==> src/rtl/sync_deser_pkg.sv <==
// Shared types and default parameters for the sync-strobed serial deserializer.
package sync_deser_pkg;

   localparam int unsigned DEF_WIDTH      = 8;
   localparam int unsigned DEF_PERIOD     = 3;
   localparam int unsigned DEF_LOCK_COUNT = 4;

   localparam int unsigned GAP_W = 3;
   localparam int unsigned CNT_W = 3;

   typedef enum logic [1:0] {
      HUNT   = 2'd0,
      VERIFY = 2'd1,
      LOCKED = 2'd2
   } state_e;

endpackage

==> src/rtl/sync_gap_monitor.sv <==
// Saturating gap counter between sync strobes; classifies each cycle as good, bad or timeout.
module sync_gap_monitor
   import sync_deser_pkg::*;
#(
   parameter int unsigned PERIOD = DEF_PERIOD
) (
   input  logic clk,
   input  logic reset_n,
   input  logic sync_in,
   output logic good,
   output logic bad,
   output logic timeout
);

   localparam logic [GAP_W-1:0] GAP_MAX = '1;
   localparam logic [GAP_W-1:0] GAP_PER = GAP_W'(PERIOD);

   logic [GAP_W-1:0] gap_q, gap_d;

   always_comb begin
      gap_d = gap_q;
      if (sync_in) begin
         gap_d = GAP_W'(1);
      end else if (gap_q != GAP_MAX) begin
         gap_d = gap_q + GAP_W'(1);
      end
   end

   always_ff @(posedge clk or negedge reset_n) begin
      if (!reset_n) begin
         gap_q <= '0;
      end else begin
         gap_q <= gap_d;
      end
   end

   // A saturated gap never equals PERIOD, so a late sync falls into bad.
   assign good    = sync_in  && (gap_q == GAP_PER);
   assign bad     = sync_in  && (gap_q != GAP_PER);
   assign timeout = !sync_in && (gap_q == GAP_PER);

endmodule

==> src/rtl/sync_deser.sv <==
// Locks onto an evenly spaced sync strobe, assembles LSB-first words and hands them out over valid/ready.
module sync_deser
   import sync_deser_pkg::*;
#(
   parameter int unsigned WIDTH      = DEF_WIDTH,
   parameter int unsigned PERIOD     = DEF_PERIOD,
   parameter int unsigned LOCK_COUNT = DEF_LOCK_COUNT
) (
   input  logic             clk,
   input  logic             reset_n,
   input  logic             q_in,
   input  logic             sync_in,
   input  logic             out_ready,
   output logic [WIDTH-1:0] word,
   output logic             word_valid,
   output logic             locked,
   output logic             sync_err,
   output logic             overrun
);

   localparam int unsigned BIT_W = $clog2(WIDTH);

   state_e           state_q, state_d;
   logic [CNT_W-1:0] good_cnt_q, good_cnt_d;
   logic [BIT_W-1:0] bit_cnt_q, bit_cnt_d;
   logic [WIDTH-1:0] shift_q, shift_d;
   logic [WIDTH-1:0] word_q, word_d;
   logic             word_valid_q, word_valid_d;
   logic             sync_err_q, sync_err_d;
   logic             overrun_q, overrun_d;

   logic             good, bad, timeout;
   logic             complete;
   logic [WIDTH-1:0] shifted;

   sync_gap_monitor #(
      .PERIOD (PERIOD)
   ) u_gap (
      .clk     (clk),
      .reset_n (reset_n),
      .sync_in (sync_in),
      .good    (good),
      .bad     (bad),
      .timeout (timeout)
   );

   // New bit enters at the MSB so the first bit ends up in the LSB after WIDTH shifts.
   assign shifted = {q_in, shift_q[WIDTH-1:1]};

   always_comb begin
      state_d      = state_q;
      good_cnt_d   = good_cnt_q;
      bit_cnt_d    = bit_cnt_q;
      shift_d      = shift_q;
      word_d       = word_q;
      word_valid_d = word_valid_q;
      sync_err_d   = 1'b0;
      overrun_d    = 1'b0;
      complete     = 1'b0;

      case (state_q)
         HUNT: begin
            if (sync_in) begin
               state_d    = VERIFY;
               good_cnt_d = CNT_W'(1);
            end
         end
         VERIFY: begin
            if (good) begin
               if (good_cnt_q == CNT_W'(LOCK_COUNT - 1)) begin
                  state_d    = LOCKED;
                  good_cnt_d = '0;
                  bit_cnt_d  = '0;
                  shift_d    = '0;
               end else begin
                  good_cnt_d = good_cnt_q + CNT_W'(1);
               end
            end else if (bad) begin
               good_cnt_d = CNT_W'(1);
            end else if (timeout) begin
               state_d    = HUNT;
               good_cnt_d = '0;
            end
         end
         LOCKED: begin
            if (good) begin
               shift_d = shifted;
               if (bit_cnt_q == BIT_W'(WIDTH - 1)) begin
                  bit_cnt_d = '0;
                  complete  = 1'b1;
               end else begin
                  bit_cnt_d = bit_cnt_q + BIT_W'(1);
               end
            end else if (bad || timeout) begin
               sync_err_d = 1'b1;
               bit_cnt_d  = '0;
               shift_d    = '0;
               state_d    = HUNT;
            end
         end
         default: begin
            state_d = HUNT;
         end
      endcase

      // Output handshake: a load in the consume cycle keeps valid high with the new word.
      if (word_valid_q && out_ready) begin
         word_valid_d = 1'b0;
      end
      if (complete) begin
         if (!word_valid_q || out_ready) begin
            word_d       = shifted;
            word_valid_d = 1'b1;
         end else begin
            overrun_d = 1'b1;
         end
      end
   end

   always_ff @(posedge clk or negedge reset_n) begin
      if (!reset_n) begin
         state_q      <= HUNT;
         good_cnt_q   <= '0;
         bit_cnt_q    <= '0;
         shift_q      <= '0;
         word_q       <= '0;
         word_valid_q <= 1'b0;
         sync_err_q   <= 1'b0;
         overrun_q    <= 1'b0;
      end else begin
         state_q      <= state_d;
         good_cnt_q   <= good_cnt_d;
         bit_cnt_q    <= bit_cnt_d;
         shift_q      <= shift_d;
         word_q       <= word_d;
         word_valid_q <= word_valid_d;
         sync_err_q   <= sync_err_d;
         overrun_q    <= overrun_d;
      end
   end

   assign word       = word_q;
   assign word_valid = word_valid_q;
   assign sync_err   = sync_err_q;
   assign overrun    = overrun_q;
   assign locked     = (state_q == LOCKED);

endmodule

==> config.mk <==
export PLATFORM = sky130hd
export DESIGN_NAME = sync_deser
export DESIGN_NICKNAME = d
export VERILOG_FILES = /design/src/rtl/sync_deser_pkg.sv /design/src/rtl/sync_gap_monitor.sv /design/src/rtl/sync_deser.sv
export SDC_FILE = /design/constraint.sdc
export NUM_CORES = 1
export LEC_CHECK = 0
export CORE_MARGIN = 10
export CORE_UTILIZATION = 35
export CTS_BUF_LIST = sky130_fd_sc_hd__clkbuf_8
export CTS_CLUSTER_DIAMETER = 150
export DETAILED_ROUTE_END_ITERATION = 7
export MAX_ROUTING_LAYER = met4
export PLACE_DENSITY = 0.66
export SLEW_MARGIN = 10
export SYNTH_ARGS = -nofsm -noshare
export SYNTH_HDL_FRONTEND = slang
export SYNTH_SLANG_ARGS = --single-unit
==> constraint.sdc <==
create_clock -name clk -period 4.5 [get_ports clk]
set_clock_uncertainty 0.05 [all_clocks]
set_input_delay 0.9 -clock clk [delete_from_list [all_inputs] [get_ports clk]]
set_output_delay 0.9 -clock clk [all_outputs]
set_load 0.005 [all_outputs]
==> results of run 1 <==
cell type report:
type	count	area [um2]	area share, %
sequential	29	726	41.0
multi-input combinational	89	658	37.2
clock inverter	2	33.8	1.91
inverter	8	30.0	1.70
tap	50	62.6	3.54
timing repair buffer	18	175	9.91
clock buffer	6	82.6	4.67
worst min-delay path: stages (launching register included):
cell and delay (ns):
sky130_fd_sc_hd__dfrtp_1 0.34, sky130_fd_sc_hd__nand2_1 0.04, sky130_fd_sc_hd__o21ai_0 0.06
synth_stat cells:
cell,n
sky130_fd_sc_hd__buf_2,1
sky130_fd_sc_hd__o221ai_1,1
sky130_fd_sc_hd__a21boi_0,1
sky130_fd_sc_hd__nor2b_1,2
sky130_fd_sc_hd__buf_1,1
sky130_fd_sc_hd__buf_6,2
sky130_fd_sc_hd__mux2_2,8
sky130_fd_sc_hd__nand3_1,6
sky130_fd_sc_hd__nand2_1,19
sky130_fd_sc_hd__and2_2,1
sky130_fd_sc_hd__nand3b_1,2
sky130_fd_sc_hd__a21oi_1,2
sky130_fd_sc_hd__or2b_1,1
sky130_fd_sc_hd__mux2_4,3
sky130_fd_sc_hd__o21ai_2,1
sky130_fd_sc_hd__mux2i_1,2
sky130_fd_sc_hd__dfrtp_1,29
sky130_fd_sc_hd__inv_2,1
sky130_fd_sc_hd__and2_1,1
sky130_fd_sc_hd__xor2_1,1
sky130_fd_sc_hd__o211ai_1,1
sky130_fd_sc_hd__clkbuf_2,1
sky130_fd_sc_hd__o311a_1,1
sky130_fd_sc_hd__nor4_2,1
sky130_fd_sc_hd__nor2_1,6
sky130_fd_sc_hd__o21ai_0,12
sky130_fd_sc_hd__and3b_1,1
sky130_fd_sc_hd__inv_1,7
sky130_fd_sc_hd__ha_1,14
sky130_fd_sc_hd__buf_4,1
sky130_fd_sc_hd__nand2b_1,2
routing by layer:
metal | wire [um] | part of all wire [%]
met1 | 1130 | 44
met2 | 1240 | 49
met3 | 141 | 5.6
met4 | 27 | 1.1
met5 | 0 | 0
cell families after synthesis:
logic type      Yosys count
simple gates             42
fa+ha+maj                14
flops                    29
buf+inv                  14
mux                      13
compound gates           19
xor+xnor                  1
sequential cells by signal, indices dropped and copies added (netlist names):
register     cells
word             8
state_q          2
bit_cnt_q        3
word_valid       1
u_gap.gap_q      3
sync_err         1
overrun          1
good_cnt_q       3
shift_q          7
power groups by stage:
stage / clock, mW / sequential [mW] / combinational (mW)
final: 0.274 / 0.294 / 0.217
after global routing: 0.294 / 0.296 / 0.247
after CTS: 0.285 / 0.294 / 0.219
after detailed placement: 0 / 0.299 / 0.218
after global placement: 0 / 0.297 / 0.216
after floorplan: 0 / 0.295 / 0.176
path summary, 6_finish.rpt:
check	from	end	slack, ns	cells past startpoint
max in group asynchronous	reset_n	sync_err	3.18	2
min in group asynchronous	reset_n	bit_cnt_q[1]	0.96	2
setup / recovery	sync_in	word[2]	1.46	5
hold reg to reg	shift_q[1]	shift_q[1]	0.43	2
hold / removal	shift_q[1]	shift_q[1]	0.43	2
setup reg to reg	u_gap.gap_q[0]	word[2]	1.97	6
metrics by stage:
step / std cells / setup slack, ns / hold WS, ns
finish: 202 / 1.46 / 0.432
global route: 202 / 1.25 / 0.471
CTS: 202 / 1.43 / 0.439
detailed placement: 194 / 1.14 / 0.425
global placement: 194 / 1.26 / 0.417
floorplan: 132 / 2.41 / 0.394
==> metrics.log, run 1 <==
[metrics] result of the run: complete, no violations
[metrics] power density cells: 444 nW/um2
[metrics] via count: 981
[metrics] gate count of the mapped netlist: 132
[metrics] Layout area overhead: 21.3%
[metrics] Internal Power: 0.556 mW
[metrics] worst slew margin relative to its limit: 53.9%
[metrics] number of endpoints failing setup at the final stage: 0
[metrics] clock tree from TritonCTS: done
[metrics] Detail Placement HPWL: 1910 um
[metrics] vias in the first global route: 1043
[metrics] number of buffer cells added on primary ports: 16
[metrics] first-pass GRT wire length: 4640 um
[metrics] die extent in y: 84.5 um
[metrics] Critical Path Slowest Stage Cell: sky130_fd_sc_hd__clkdlybuf4s50_1
[metrics] critical path's largest stage delay: 0.62 ns
[metrics] post-synthesis average cell area: ~11 um2
[metrics] Worst Tran Pin Value: between 0.6 and 0.7 ns
[metrics] startpoint class of the critical path: input port
[metrics] number of library cell types mapped by synthesis: 31
[metrics] Yosys top cell area share: 49.8%
[metrics] area of the core: 4030 um2
[metrics] final antenna-violating net count: 0
[metrics] final number of max-transition violations: 0
[metrics] maximum capacitance violations: 0
[metrics] global-route track usage on met3: 3.19%
[metrics] layout cell share with drive strength beyond 1: 15.8%
[metrics] count of pins on the block boundary: 17
[metrics] final count of hold timing violations: 0
[metrics] clock tree root buffer cell: sky130_fd_sc_hd__clkbuf_8
[metrics] final instance area: 1770 um2
[metrics] combinational family with the most area after synthesis: simple AND/OR/NAND/NOR gates
[metrics] die width: 84.5 um
[metrics] critical path endpoint category: register
[metrics] TritonCTS Buffers: 5
[metrics] Placement Rows: 23
[metrics] part of the Yosys area used for sequential elements: 49.8%
[metrics] Critical path buffers and inverters: 1
[metrics] commonest non-fill, non-tap cell in the layout: sky130_fd_sc_hd__dfrtp_1
[metrics] routability congestion estimate from global placement: 0.796
[metrics] maximum number of pins on one net before global-route repair: 30
[metrics] Synth area leader: sky130_fd_sc_hd__dfrtp_1
[metrics] Period minus WS final: between 3 and 4 ns
[metrics] warnings from Yosys: 0
[metrics] hold bufs inserted after CTS: 0
[metrics] count of instances resized after the clock tree is built: 0
[metrics] via/cell ratio: 4.86
[metrics] effective utilization at floorplan: 36.2%
[metrics] clock network power share: 34.9%
[metrics] end-of-flow core utilization: a little over two fifths
[metrics] Leak: 0.827 nW
[metrics] switching part of the total: between 20% and 30%
[metrics] share of the clock period used by the worst path after layout: about two thirds
[metrics] post-synthesis share of cell area spent on full adders, half adders and majority gates: between 10% and 20%
[metrics] buffers from clock root to sink, at most: 2
[metrics] Min-Delay Path Class: register to register
[metrics] Setup Crit Path Kind: input port to register
[metrics] kind of cell adding the most delay to the critical path: simple AND/OR/NAND/NOR gates
[metrics] level count of the clock H-tree: 2
[metrics] Fin Setup TNS: 0 ns
[metrics] summed instance area of the synthesized netlist: 1460 um2
[metrics] Ant. Diodes: 0
[metrics] register bit count reported by yosys: 29
[metrics] clock insertion delay at the later pin of the skew report: 0.28 ns
[metrics] area share of xor/xnor cells in the synthesized design: less than 1%
[metrics] Die Area: 7150 um2
[metrics] total global-route track usage: 8.02%
[metrics] arrival time of the worst setup path: 3.15 ns
[metrics] Fill cells: slightly below 400
[metrics] maximum achievable frequency: 0.329 GHz
[metrics] detailed-route wire length per cell: 12.6 um
[metrics] critical-path maximum fanout: 11
[metrics] post-CTS repair timing setup buffer count: 0
[metrics] commonest cells after routing, fill and taps aside: sky130_fd_sc_hd__dfrtp_1 (29), sky130_fd_sc_hd__nand2_1 (19), sky130_fd_sc_hd__clkdlybuf4s50_1 (16), sky130_fd_sc_hd__ha_1 (14), sky130_fd_sc_hd__o21ai_0 (12)
[metrics] power spent charging and discharging nets: 0.229 mW
[metrics] post-CTS clock slew at the launch and capture registers of the worst setup and hold paths: about 0.060 ns
[metrics] RSZ-0062 raised after global routing: false
[metrics] met2 Use GR: approximately 13%
[metrics] power after layout: 0.785 mW
[metrics] required time worst endpoint: 4.61 ns
[metrics] met1 routing resource usage after global routing: 8.65%
[metrics] area fraction in compound gates after synthesis: 7.73%
[metrics] most crowded layer after global routing: met2
[metrics] number of DRC markers after the initial detailed-route iteration: 53
[metrics] sequential power share: 37.4%
[metrics] clock sink count: 29
[metrics] overall overflow remaining after global route: 0
[metrics] first-pass iteration count of the detailed router: 4
[metrics] critical path cell sequence: clkdlybuf4s50_1 -> ha_1 -> nand3_1 -> nor2b_1 -> mux2_2
[metrics] NumNets Final: 170
[metrics] routed wire length: 2540 um
[metrics] portion of netlist area occupied by mux cells: 10.6%
[metrics] post-synthesis net count: 151
[metrics] basic-gate share of the synthesized area counting and, or, nand and nor cells: about 14%
[metrics] Post-DP Area: 1650 um2
[metrics] peak supply drop: 0.269 mV
[metrics] main area contributors after synthesis: sky130_fd_sc_hd__dfrtp_1 (50%), sky130_fd_sc_hd__ha_1 (12%), sky130_fd_sc_hd__mux2_2 (6.2%)
[metrics] number of antenna violations at the first check in global routing: 0
[metrics] Residual DRC: 0
[metrics] Combinational Power Share: 27.7%
Power figures use the tool's default switching activity.
==> run 2: changes to the inputs <==
==> constraint.sdc (replaced) <==
create_clock -name clk -period 3.1 [get_ports clk]
set_clock_uncertainty 0.05 [all_clocks]
set_input_delay 0.62 -clock clk [delete_from_list [all_inputs] [get_ports clk]]
set_output_delay 0.62 -clock clk [all_outputs]
set_load 0.005 [all_outputs]
==> run 2 against run 1 <==
Worst hold slack got worse by 0.00073 ns. Clock power increased by 6%. Flip-flop and latch count stayed put. Register-to-register slack lost 1.0 ns. Sequential power grew 45%. Critical path type is now register to output port. Largest cell class unchanged. Highest routed layer unchanged.
==> metrics.log, run 2 (synthesized netlist as in run 1, its figures left out) <==
[metrics] Leak: ~0.82 nW
[metrics] post-CTS repair timing setup buffer count: 0
[metrics] critical path endpoint category: output port
[metrics] power density cells: 595 nW/um2
[metrics] TritonCTS Buffers: 5
[metrics] vias in the first global route: 990
[metrics] post-route setup slack: ~0.71 ns
[metrics] peak supply drop: between 0.3 and 0.4 mV
[metrics] die width: 84.5 um
[metrics] level count of the clock H-tree: 2
[metrics] hold bufs inserted after CTS: 0
[metrics] Endpoint, Worst Hold: shift_q[1]
[metrics] end-of-flow core utilization: 43.4%
[metrics] clock sink count: 29
[metrics] Post-Route Hold Slack: about 0.43 ns
[metrics] number of endpoints failing setup at the final stage: 0
[metrics] NumNets Final: 172
[metrics] via/cell ratio: ~4.8
[metrics] worst hold path startpoint: shift_q[1]
[metrics] clock insertion delay at the later pin of the skew report: 0.28 ns
[metrics] flip-flop count of the largest register, all copies and words added: 8
[metrics] depth of the worst register-to-register path: 8
[metrics] post-CTS clock slew at the launch and capture registers of the worst setup and hold paths: 0.06 ns
[metrics] power after layout: between 1 and 1.5 mW
[metrics] share of the clock period used by the worst path after layout: 77.2%
[metrics] first-pass iteration count of the detailed router: 4
[metrics] Layout area overhead: 20.0%
[metrics] Fin Setup TNS: 0 ns
[metrics] Residual DRC: 0
[metrics] total global-route track usage: 8.34%
[metrics] via count: 972
[metrics] maximum achievable frequency: 0.418 GHz
[metrics] layout cell share with drive strength beyond 1: 16.9%
[metrics] RSZ-0062 raised after global routing: false
[metrics] detailed-route wire length per cell: 13.2 um
[metrics] final antenna-violating net count: 0
[metrics] die extent in y: 84.5 um
[metrics] Period minus WS final: approximately 2.4 ns
[metrics] clock tree from TritonCTS: done
[metrics] number of DRC markers after the initial detailed-route iteration: 18
[metrics] Min-Delay Path Class: register to register
[metrics] final instance area: roughly 1700 um2
[metrics] number of antenna violations at the first check in global routing: 0
[metrics] maximum number of pins on one net before global-route repair: 30
[metrics] Die Area: 7150 um2
[metrics] routability congestion estimate from global placement: 0.824
[metrics] required time worst endpoint: 2.43 ns
[metrics] commonest cells after routing, fill and taps aside: sky130_fd_sc_hd__dfrtp_1 (29), sky130_fd_sc_hd__nand2_1 (19), sky130_fd_sc_hd__clkdlybuf4s50_1 (16), sky130_fd_sc_hd__ha_1 (14), sky130_fd_sc_hd__o21ai_0 (12)
[metrics] result of the run: complete, no violations
[metrics] number of buffer cells added on primary ports: 16
[metrics] Ant. Diodes: 0
[metrics] final count of hold timing violations: 0
[metrics] first-pass GRT wire length: 4710 um
[metrics] critical-path maximum fanout: 10
[metrics] commonest non-fill, non-tap cell in the layout: sky130_fd_sc_hd__dfrtp_1
[metrics] hold-critical path depth: 2
[metrics] maximum capacitance violations: 0
[metrics] count of instances resized after the clock tree is built: 0
[metrics] overall overflow remaining after global route: 0
[metrics] clock tree root buffer cell: sky130_fd_sc_hd__clkbuf_8
[metrics] arrival time of the worst setup path: 1.72 ns
[metrics] startpoint class of the critical path: register
[metrics] Post-DP Area: around 1700 um2
[metrics] final number of max-transition violations: 0
[metrics] routed wire length: about 2700 um
[metrics] launch instance of the worst register-to-register path: u_gap.gap_q[0]
[metrics] Final Instance Count excl. Fillers: 204
[metrics] count of pins on the block boundary: 17
[metrics] Worst Tran Pin Value: 0.372 ns
[metrics] worst slew margin relative to its limit: between 70% and 80%
[metrics] Setup Crit Path Kind: register to output port
[metrics] Worst R2R Setup Slack: 0.96 ns
[metrics] Placement Rows: 23
[metrics] effective utilization at floorplan: 36.2%
[metrics] worst slack at placement: 0.515 ns
[metrics] reg-to-reg critical path endpoint: bit_cnt_q[0]
[metrics] Detail Placement HPWL: slightly above 2000 um
[metrics] area of the core: around 4000 um2
[metrics] buffers from clock root to sink, at most: 2
[metrics] number of placed instances with taps included: 196
## run 2: cell count changes in the layout (fill, tap and decap cells not counted)
cell,before,now
sky130_fd_sc_hd__clkinv_2,0,2
sky130_fd_sc_hd__bufinv_16,1,0
sky130_fd_sc_hd__clkbuf_8,6,5
sky130_fd_sc_hd__buf_4,2,4
## run 2: final cells by class
type                            instances  area [um2]
Inverter                                8        30.0
Timing Repair Buffer                   20         190
Multi-Input combinational cell         89         658
Clock buffer                            5        68.8
Clock inverter                          3        13.8
Fill cell                             395        2280
Sequential cell                        29         726
Tap cell                               50        62.6
## run 2: power breakdown
part           internal (mW)  switching (mW)  leakage, nW  total [mW]
Sequential             0.407          0.0209        0.394       0.427
Combinational          0.145           0.177        0.381       0.322
Clock                  0.152           0.139       0.0491       0.291
Total                  0.703           0.337        0.824        1.04
## run 2: routing by layer
metal / global-route usage (%) / part of all wire [%] / routed length [um] / vias to the layer above
met5: - / 0 / 0 / -
met4: 3.14 / 1.1 / 29 / 0
met3: 4.44 / 6.7 / 182 / 6
met2: 12.5 / 47 / 1280 / 18
met1: 9.16 / 45 / 1210 / 466
li1: - / - / - / 482
## run 2: worst max path at each step
stage	to	cells past startpoint	startpoint	slack, ns
floorplan	state_q[0]	7	u_gap.gap_q[0]	1.15
global placement	state_q[1]	7	sync_in	0.56
detailed placement	state_q[0]	7	sync_in	0.51
CTS	locked	3	state_q[0]	0.69
global route	locked	3	state_q[0]	0.62
finish	locked	3	state_q[0]	0.71
## run 2: critical path, cell delays in order, from the launching register on
cell and delay, ns:
sky130_fd_sc_hd__dfrtp_1 0.40, sky130_fd_sc_hd__inv_1 0.09, sky130_fd_sc_hd__ha_1 0.37, sky130_fd_sc_hd__clkdlybuf4s50_1 0.58
